==> src/rtl/fetch_ctrl.sv <==
// Fetch-stage sequencer: owns the PC and the IF/ID register, and steers the PC between
// sequential, held and redirect targets while tolerating a slow instruction memory.
module fetch_ctrl #(
    parameter logic [31:0] RESET_PC = 32'h0000_3000,
    parameter int          CNT_W    = 16
) (
    input  logic             clk,
    input  logic             reset,
    input  logic             stall,
    input  logic             imem_ready,
    input  logic [31:0]      imem_instr,
    input  logic [2:0]       d_npc_sel,
    input  logic             d_zero,
    input  logic [31:0]      d_target,
    output logic [31:0]      f_pc,
    output logic [31:0]      f_pc4,
    output logic             d_valid,
    output logic [31:0]      d_instr,
    output logic [31:0]      d_pc,
    output logic [31:0]      d_pc4,
    output logic             redirect,
    output logic             pending,
    output logic             misalign_err,
    output logic [CNT_W-1:0] redirect_cnt
);

    typedef enum logic {
        RUN  = 1'b0,
        PEND = 1'b1
    } state_t;

    state_t             state_q, state_d;
    logic [31:0]        f_pc_q, f_pc_d;
    logic               d_valid_q, d_valid_d;
    logic [31:0]        d_instr_q, d_instr_d;
    logic [31:0]        d_pc_q, d_pc_d;
    logic [31:0]        d_pc4_q, d_pc4_d;
    logic [31:0]        pend_tgt_q, pend_tgt_d;
    logic               redirect_q, redirect_d;
    logic               misalign_q, misalign_d;
    logic [CNT_W-1:0]   cnt_q, cnt_d;

    logic               taken;
    logic               misaligned;
    logic [31:0]        tgt;
    logic [31:0]        f_pc_plus4;

    assign f_pc_plus4 = f_pc_q + 32'd4;
    assign tgt        = {d_target[31:2], 2'b00};
    assign misaligned = (d_target[1:0] != 2'b00);

    // Unlisted select encodings fall through as sequential.
    always_comb begin
        taken = 1'b0;
        if (d_valid_q) begin
            unique case (d_npc_sel)
                3'b010, 3'b100, 3'b011: taken = 1'b1;
                3'b001:                 taken = d_zero;
                default:                taken = 1'b0;
            endcase
        end
    end

    always_comb begin
        state_d    = state_q;
        f_pc_d     = f_pc_q;
        d_valid_d  = d_valid_q;
        d_instr_d  = d_instr_q;
        d_pc_d     = d_pc_q;
        d_pc4_d    = d_pc4_q;
        pend_tgt_d = pend_tgt_q;
        redirect_d = 1'b0;
        misalign_d = misalign_q;
        cnt_d      = cnt_q;

        if (!stall) begin
            if (taken && misaligned) begin
                misalign_d = 1'b1;
            end
            if (!imem_ready) begin
                // Fetch is still waiting: bubble into D and park any resolved redirect.
                d_valid_d = 1'b0;
                d_instr_d = 32'd0;
                if (taken) begin
                    pend_tgt_d = tgt;
                    state_d    = PEND;
                end
            end else begin
                d_valid_d = 1'b1;
                d_instr_d = imem_instr;
                d_pc_d    = f_pc_q;
                d_pc4_d   = f_pc_plus4;
                if (taken) begin
                    f_pc_d     = tgt;
                    state_d    = RUN;
                    redirect_d = 1'b1;
                end else if (state_q == PEND) begin
                    f_pc_d     = pend_tgt_q;
                    state_d    = RUN;
                    redirect_d = 1'b1;
                end else begin
                    f_pc_d = f_pc_plus4;
                end
            end
        end

        if (redirect_d && (cnt_q != {CNT_W{1'b1}})) begin
            cnt_d = cnt_q + 1'b1;
        end
    end

    always_ff @(posedge clk) begin
        if (reset) begin
            state_q    <= RUN;
            f_pc_q     <= RESET_PC;
            d_valid_q  <= 1'b0;
            d_instr_q  <= 32'd0;
            d_pc_q     <= 32'd0;
            d_pc4_q    <= 32'd0;
            pend_tgt_q <= 32'd0;
            redirect_q <= 1'b0;
            misalign_q <= 1'b0;
            cnt_q      <= '0;
        end else begin
            state_q    <= state_d;
            f_pc_q     <= f_pc_d;
            d_valid_q  <= d_valid_d;
            d_instr_q  <= d_instr_d;
            d_pc_q     <= d_pc_d;
            d_pc4_q    <= d_pc4_d;
            pend_tgt_q <= pend_tgt_d;
            redirect_q <= redirect_d;
            misalign_q <= misalign_d;
            cnt_q      <= cnt_d;
        end
    end

    assign f_pc         = f_pc_q;
    assign f_pc4        = f_pc_plus4;
    assign d_valid      = d_valid_q;
    assign d_instr      = d_instr_q;
    assign d_pc         = d_pc_q;
    assign d_pc4        = d_pc4_q;
    assign redirect     = redirect_q;
    assign pending      = (state_q == PEND);
    assign misalign_err = misalign_q;
    assign redirect_cnt = cnt_q;

endmodule

==> config.mk <==
export PLATFORM = sky130hd
export DESIGN_NAME = fetch_ctrl
export DESIGN_NICKNAME = d
export VERILOG_FILES = /design/src/rtl/fetch_ctrl.sv
export SDC_FILE = /design/constraint.sdc
export NUM_CORES = 1
export LEC_CHECK = 0
export CAP_MARGIN = 20
export CORE_MARGIN = 3
export CORE_UTILIZATION = 35
export CTS_CLUSTER_SIZE = 20
export DETAILED_ROUTE_END_ITERATION = 10
export PLACE_DENSITY = 0.69
export SLEW_MARGIN = 20
export SYNTH_ARGS = -nofsm -noshare
export SYNTH_HDL_FRONTEND = slang
export SYNTH_SLANG_ARGS = --single-unit
export TNS_END_PERCENT = 30
==> constraint.sdc <==
create_clock -name clk -period 2.3 [get_ports clk]
set_input_delay 0.69 -clock clk [delete_from_list [all_inputs] [get_ports clk]]
set_output_delay 0.69 -clock clk [all_outputs]
set_load 0.1 [all_outputs]
## Word level (Yosys, flattened, before mapping)

Index checks and enable logic that the tools add are counted.

| word-level totals | value |
|---|---|
| flip-flop bits (word level) | 178 |
| memories kept | 0 |
| memory bits (writable) | 0 |
| logic and storage cells | 40 |
| ROM bits | 0 |
| bits in latches | 0 |

| cells by class | value |
|---|---|
| bitwise logic cells | 2 |
| equal/unequal tests | 5 |
| shifts and indexed selects | 0 |
| add/subtract/negate cells | 2 |
| mux-type cells | 12 |
| div/mod/pow operators | 0 |
| multipliers | 0 |
| magnitude comparators | 0 |
| reductions and logical operators | 9 |

Operators with widths:

| operator | number |
|---|---|
| $mux 32 | 3 |
| $add 32x3->32 const B | 1 |
| $add 16x1->16 const B | 1 |
| $ne 16x16->1 const B | 1 |
| $mux 1 | 8 |
| $eq 3x2->1 const B | 2 |
| $reduce_and 2->1 | 3 |
| $reduce_bool 2->1 | 2 |
| $eq 3x1->1 const B | 1 |
| $eq 3x3->1 const B | 1 |
| $reduce_and 3->1 | 1 |
| $reduce_or 3->1 | 1 |
| $logic_and 1x1->1 | 2 |
| $not 1->1 | 2 |
| $pmux 1 s2 | 1 |

## Longest topological paths before layout

| depth | value |
|---|---|
| word-level depth | 8 |
| mapped depth | 8 |
| mapped depth without buffers | 6 |

## Worst setup path after synthesis

Ideal clock, no wire load.

| path | value |
|---|---|
| path kind | register to output |
| from | register f_pc_q[2] (netlist: f_pc[2]) |
| to | output f_pc4[24] |
| stages on the path, launching flop included | 6 |
| path buffers | 0 |
| arrival | 3.977 ns |
| setup slack | -2.367 ns |
| cell sequence | dfxtp_1 > ha_1 > nand4_1 > nor3_1 > nand4_1 > xnor2_1 |

| between the ends | value |
|---|---|
| word-level cells in the longest chain between the ends | 1 |

Ends and longest elaborated chain:

| what | RTL line | source |
|---|---|---|
| from (decl) | 33 | `logic [31:0] f_pc_q, f_pc_d;` |
| from (signal assigned) | 126 | `f_pc_q <= f_pc_d;` |
| $add 32x3->32 | 48 | `assign f_pc_plus4 = f_pc_q + 32'd4;` |
| to (decl) | 16 | `output logic [31:0] f_pc4,` |

No other way between the ends.

## Worst setup path after layout

| path | value |
|---|---|
| from | register f_pc_q[3] (netlist: f_pc[3]) |
| to | output f_pc4[24] |

The elaborated chain is that of the path after synthesis.

==> results.json <==
{
  "max_freq_mhz": 334,
  "yosysSeqAreaShare_pct": 45.9,
  "holdWs_ns": 0.450,
  "run_status": "complete, but fails checks",
  "setup_violations": 26,
  "slowest_stage": "dfxtp_4",
  "pin_count": 252,
  "post-route-drc-count": 0,
  "period_share_pct": 130,
  "nNetsFinal": 1341,
  "reg2reg_to": "f_pc[26]",
  "area_growth_pct": 72.3,
  "place.gp.congestion": 0.853,
  "synth_most_common_cell": "dfxtp_1",
  "critPathLaunchType": "flip-flop",
  "synth_flop_cell": "dfxtp_1",
  "hp-start": "misalign_err",
  "vias": 8085,
  "cts_hold_buf": 0,
  "hpwl_mm": 19.6,
  "cts.sinks": 172,
  "violations": "negative setup slack",
  "yosysTopAreaCellShare_pct": 45.9,
  "grt_pass1_vias": 7825,
  "synth_area_leaders": "dfxtp_1 (46%), nand2_1 (8.1%), a21oi_1 (6.8%)",
  "antenna_found_initial": 0,
  "slew_violations": 0,
  "drtIter0Drc": 591,
  "grt_max_degree": 74,
  "clk_path_buf_depth": 2,
  "criticalPathCategory": "reg -> out",
  "critPathMaxFanout": 4,
  "rows": 52,
  "clk_latency_ns": 0.43,
  "grt_pass1_wl_mm": 42.1,
  "slowest_delay_ns": 0.37,
  "numPortBuffers": 243,
  "async_flop_share_pct": 0,
  "routedWlPerCell_um": 17.3,
  "finClkSkew_ns": 0.0105,
  "worstHoldEndpoint": "misalign_err",
  "core_area_mm2": 0.0206,
  "fin_crit_ns": 2.99,
  "rr_worst_depth": 12,
  "ir_drop_uv": 406,
  "die-width_um": 152,
  "min_path_type": "reg -> reg",
  "tritoncts": "yes",
  "hold_viol": 0,
  "dp_cells": 1495,
  "fill_cells": 1694,
  "hold_depth": 2,
  "root_buffer": "clkbuf_16",
  "power.density_mw_per_mm2": 602,
  "synth_cell_type_count": 59,
  "drv_cap": 0,
  "worst-slew-pin-transition_ns": 0.577,
  "initial_utilization_pct": 36.3,
  "cp-end-kind": "output pin",
  "synth-seq-cells": 172,
  "placed_area_mm2": 0.0118,
  "gr-total-overflow": 0,
  "synth_common_cells": "dfxtp_1 (172), nand2_1 (162), a21oi_1 (102), nor2_1 (87), clkbuf_1 (57)",
  "antenna_violating_nets_post_route": 0,
  "crit_path_cell_trace": "buf_6 -> ha_4 -> nand4_1 -> buf_6 -> nor3_4 -> buf_6 -> nand4_1 -> buf_4 -> xnor2_4 -> buf_12",
  "die-area_mm2": 0.0232,
  "drive_gt1_share_pct": 36.7,
  "cp_common_cell": "buf_6",
  "yosysWarningCount": 0,
  "rsz0062_at_grt": "true",
  "final_area_mm2": 0.0129,
  "via_per_inst": 5.22,
  "instances_no_fill": 1550,
  "relSlewSlack_pct": 61.5,
  "syn_inst": 915,
  "routed_wl_mm": 26.8,
  "worst_slack_ns": -0.694,
  "clkTransAtPathRegs_ns": 0.06,
  "seq_area_mm2": 0.00354,
  "antenna_cells": 0,
  "required_ns": 1.61,
  "cts_buffers": 17,
  "fp.dieH_um": 152,
  "netlist_area_mm2": 0.00750,
  "firstDrtPassIters": 5,
  "grtUsageTotal_pct": 22.0,
  "synth_edf_count": 0,
  "leakage_nw": 5.34,
  "cts-htree-levels": 4,
  "yosys.area.top_type": "dfxtp_1",
  "r2r-start": "f_pc[3]",
  "r2r_slack_ns": 0.13,
  "multi_input_area_mm2": 0.00445,
  "postSynthAreaPerCell_um2": 8.19,
  "cp.arrival_ns": 2.30
}
[worst max-delay path by stage]
stage	startpoint	end
global route	f_pc[3]	f_pc4[24]
CTS	f_pc[3]	f_pc4[24]
floorplan	f_pc[19]	f_pc4[29]
finish	f_pc[3]	f_pc4[24]
detailed placement	f_pc[2]	f_pc4[20]
global placement	d_npc_sel[1]	redirect_cnt[6]
[cell usage in the layout (no fill, tap or decap), drive strengths merged, types with 4 or more instances in the layout]
| master | synthesis | final |
|---|---|---|
| o32ai | 10 | 10 |
| xor2 | 8 | 8 |
| nand3 | 21 | 21 |
| o211ai | 11 | 11 |
| clkdlybuf4s50 | 0 | 67 |
| nor2 | 87 | 87 |
| nand2 | 162 | 162 |
| nand4 | 15 | 15 |
| o31a | 8 | 8 |
| and3 | 4 | 4 |
| o21ai | 17 | 17 |
| inv | 27 | 34 |
| buf | 20 | 333 |
| a211oi | 17 | 17 |
| nand2b | 8 | 8 |
| or4 | 6 | 6 |
| o21a | 11 | 11 |
| nor3 | 19 | 19 |
| mux2i | 6 | 6 |
| nor4 | 15 | 15 |
| xnor2 | 28 | 28 |
| a21oi | 102 | 102 |
| a22o | 32 | 32 |
| clkbuf | 57 | 18 |
| nor2b | 4 | 4 |
| conb | 1 | 8 |
| or3 | 6 | 6 |
| dfxtp | 172 | 172 |
[power breakdown]
| part | total (mW) | leakage (nW) | switching, mW | internal [mW] |
|---|---|---|---|---|
| Sequential | 3.10 | 1.42 | 0.0591 | 3.04 |
| Combinational | 1.65 | 3.62 | 1.15 | 0.503 |
| Clock | 3.02 | 0.298 | 1.29 | 1.74 |
| Total | 7.77 | 5.34 | 2.49 | 5.28 |
[final cells by class]
class | count | share of cell area [%]
clock inverter | 14 | 1.39
tap | 270 | 2.62
multi-input combinational | 646 | 34.4
timing repair buffer | 403 | 30.0
sequential | 172 | 27.4
clock buffer | 18 | 3.32
inverter | 27 | 0.785
[per-layer routing]
| layer | track usage, % | routed length (µm) | vias to the layer above |
|---|---|---|---|
| met3 | 5.85 | 2080 | 32 |
| met5 | 0 | 0 | - |
| met1 | 28.4 | 11300 | 3819 |
| li1 | - | - | 3902 |
| met2 | 36.7 | 13000 | 332 |
| met4 | 5.57 | 403 | 0 |
[worst max-delay path, delay by kind of cell, from the launching register on]
family | cells | cell delay, ns
adder cells (fa/ha/maj) | 1 | 0.12
flip-flops | 1 | 0.37
XOR/XNOR | 1 | 0.18
buffers and inverters | 5 | 0.80
AND/OR/NAND/NOR | 3 | 0.42
[registers in the layout (all words and copies together) (netlist names)]
name	count
d_instr	32
d_pc	30
d_pc4	30
d_valid	1
f_pc	30
misalign_err	1
pend_tgt_q	30
pending	1
redirect	1
redirect_cnt	16
[what timing repair did]
item                                    in CTS  in global routing
gates resized for setup                     35                 36
pin swaps                                   18                 21
buffers inserted                             5                 18
endpoints found under the setup margin      27                 76
hold endpoints to repair                     0                  0
[logic make-up (layout without fill, tap and decap cells)]
logic type	count (synthesis)	after routing	synth area share (%)
mux	7	7	0.951
xor+xnor	36	36	4.21
fa+ha+maj	2	2	0.334
simple gates	356	356	21.8
flops	172	172	45.9
other cells	1	8	0.0500
buf+inv	104	462	5.71
compound gates	237	237	21.0
[stage by stage]
step	util (%)	TNS (ns)	power [mW]	setup WS [ns]
6_report	62.6	-13.33	7.77	-0.694
5_1_grt	62.6	-15.57	8.03	-0.762
4_1_cts	61.0	-13.69	7.80	-0.741
3_5_place_dp	57.0	-30.14	4.78	-0.429
3_3_place_gp	57.0	-26.45	4.77	-0.395
2_1_floorplan	-	-22.41	4.24	-0.749
Power figures use the tool's default switching activity.
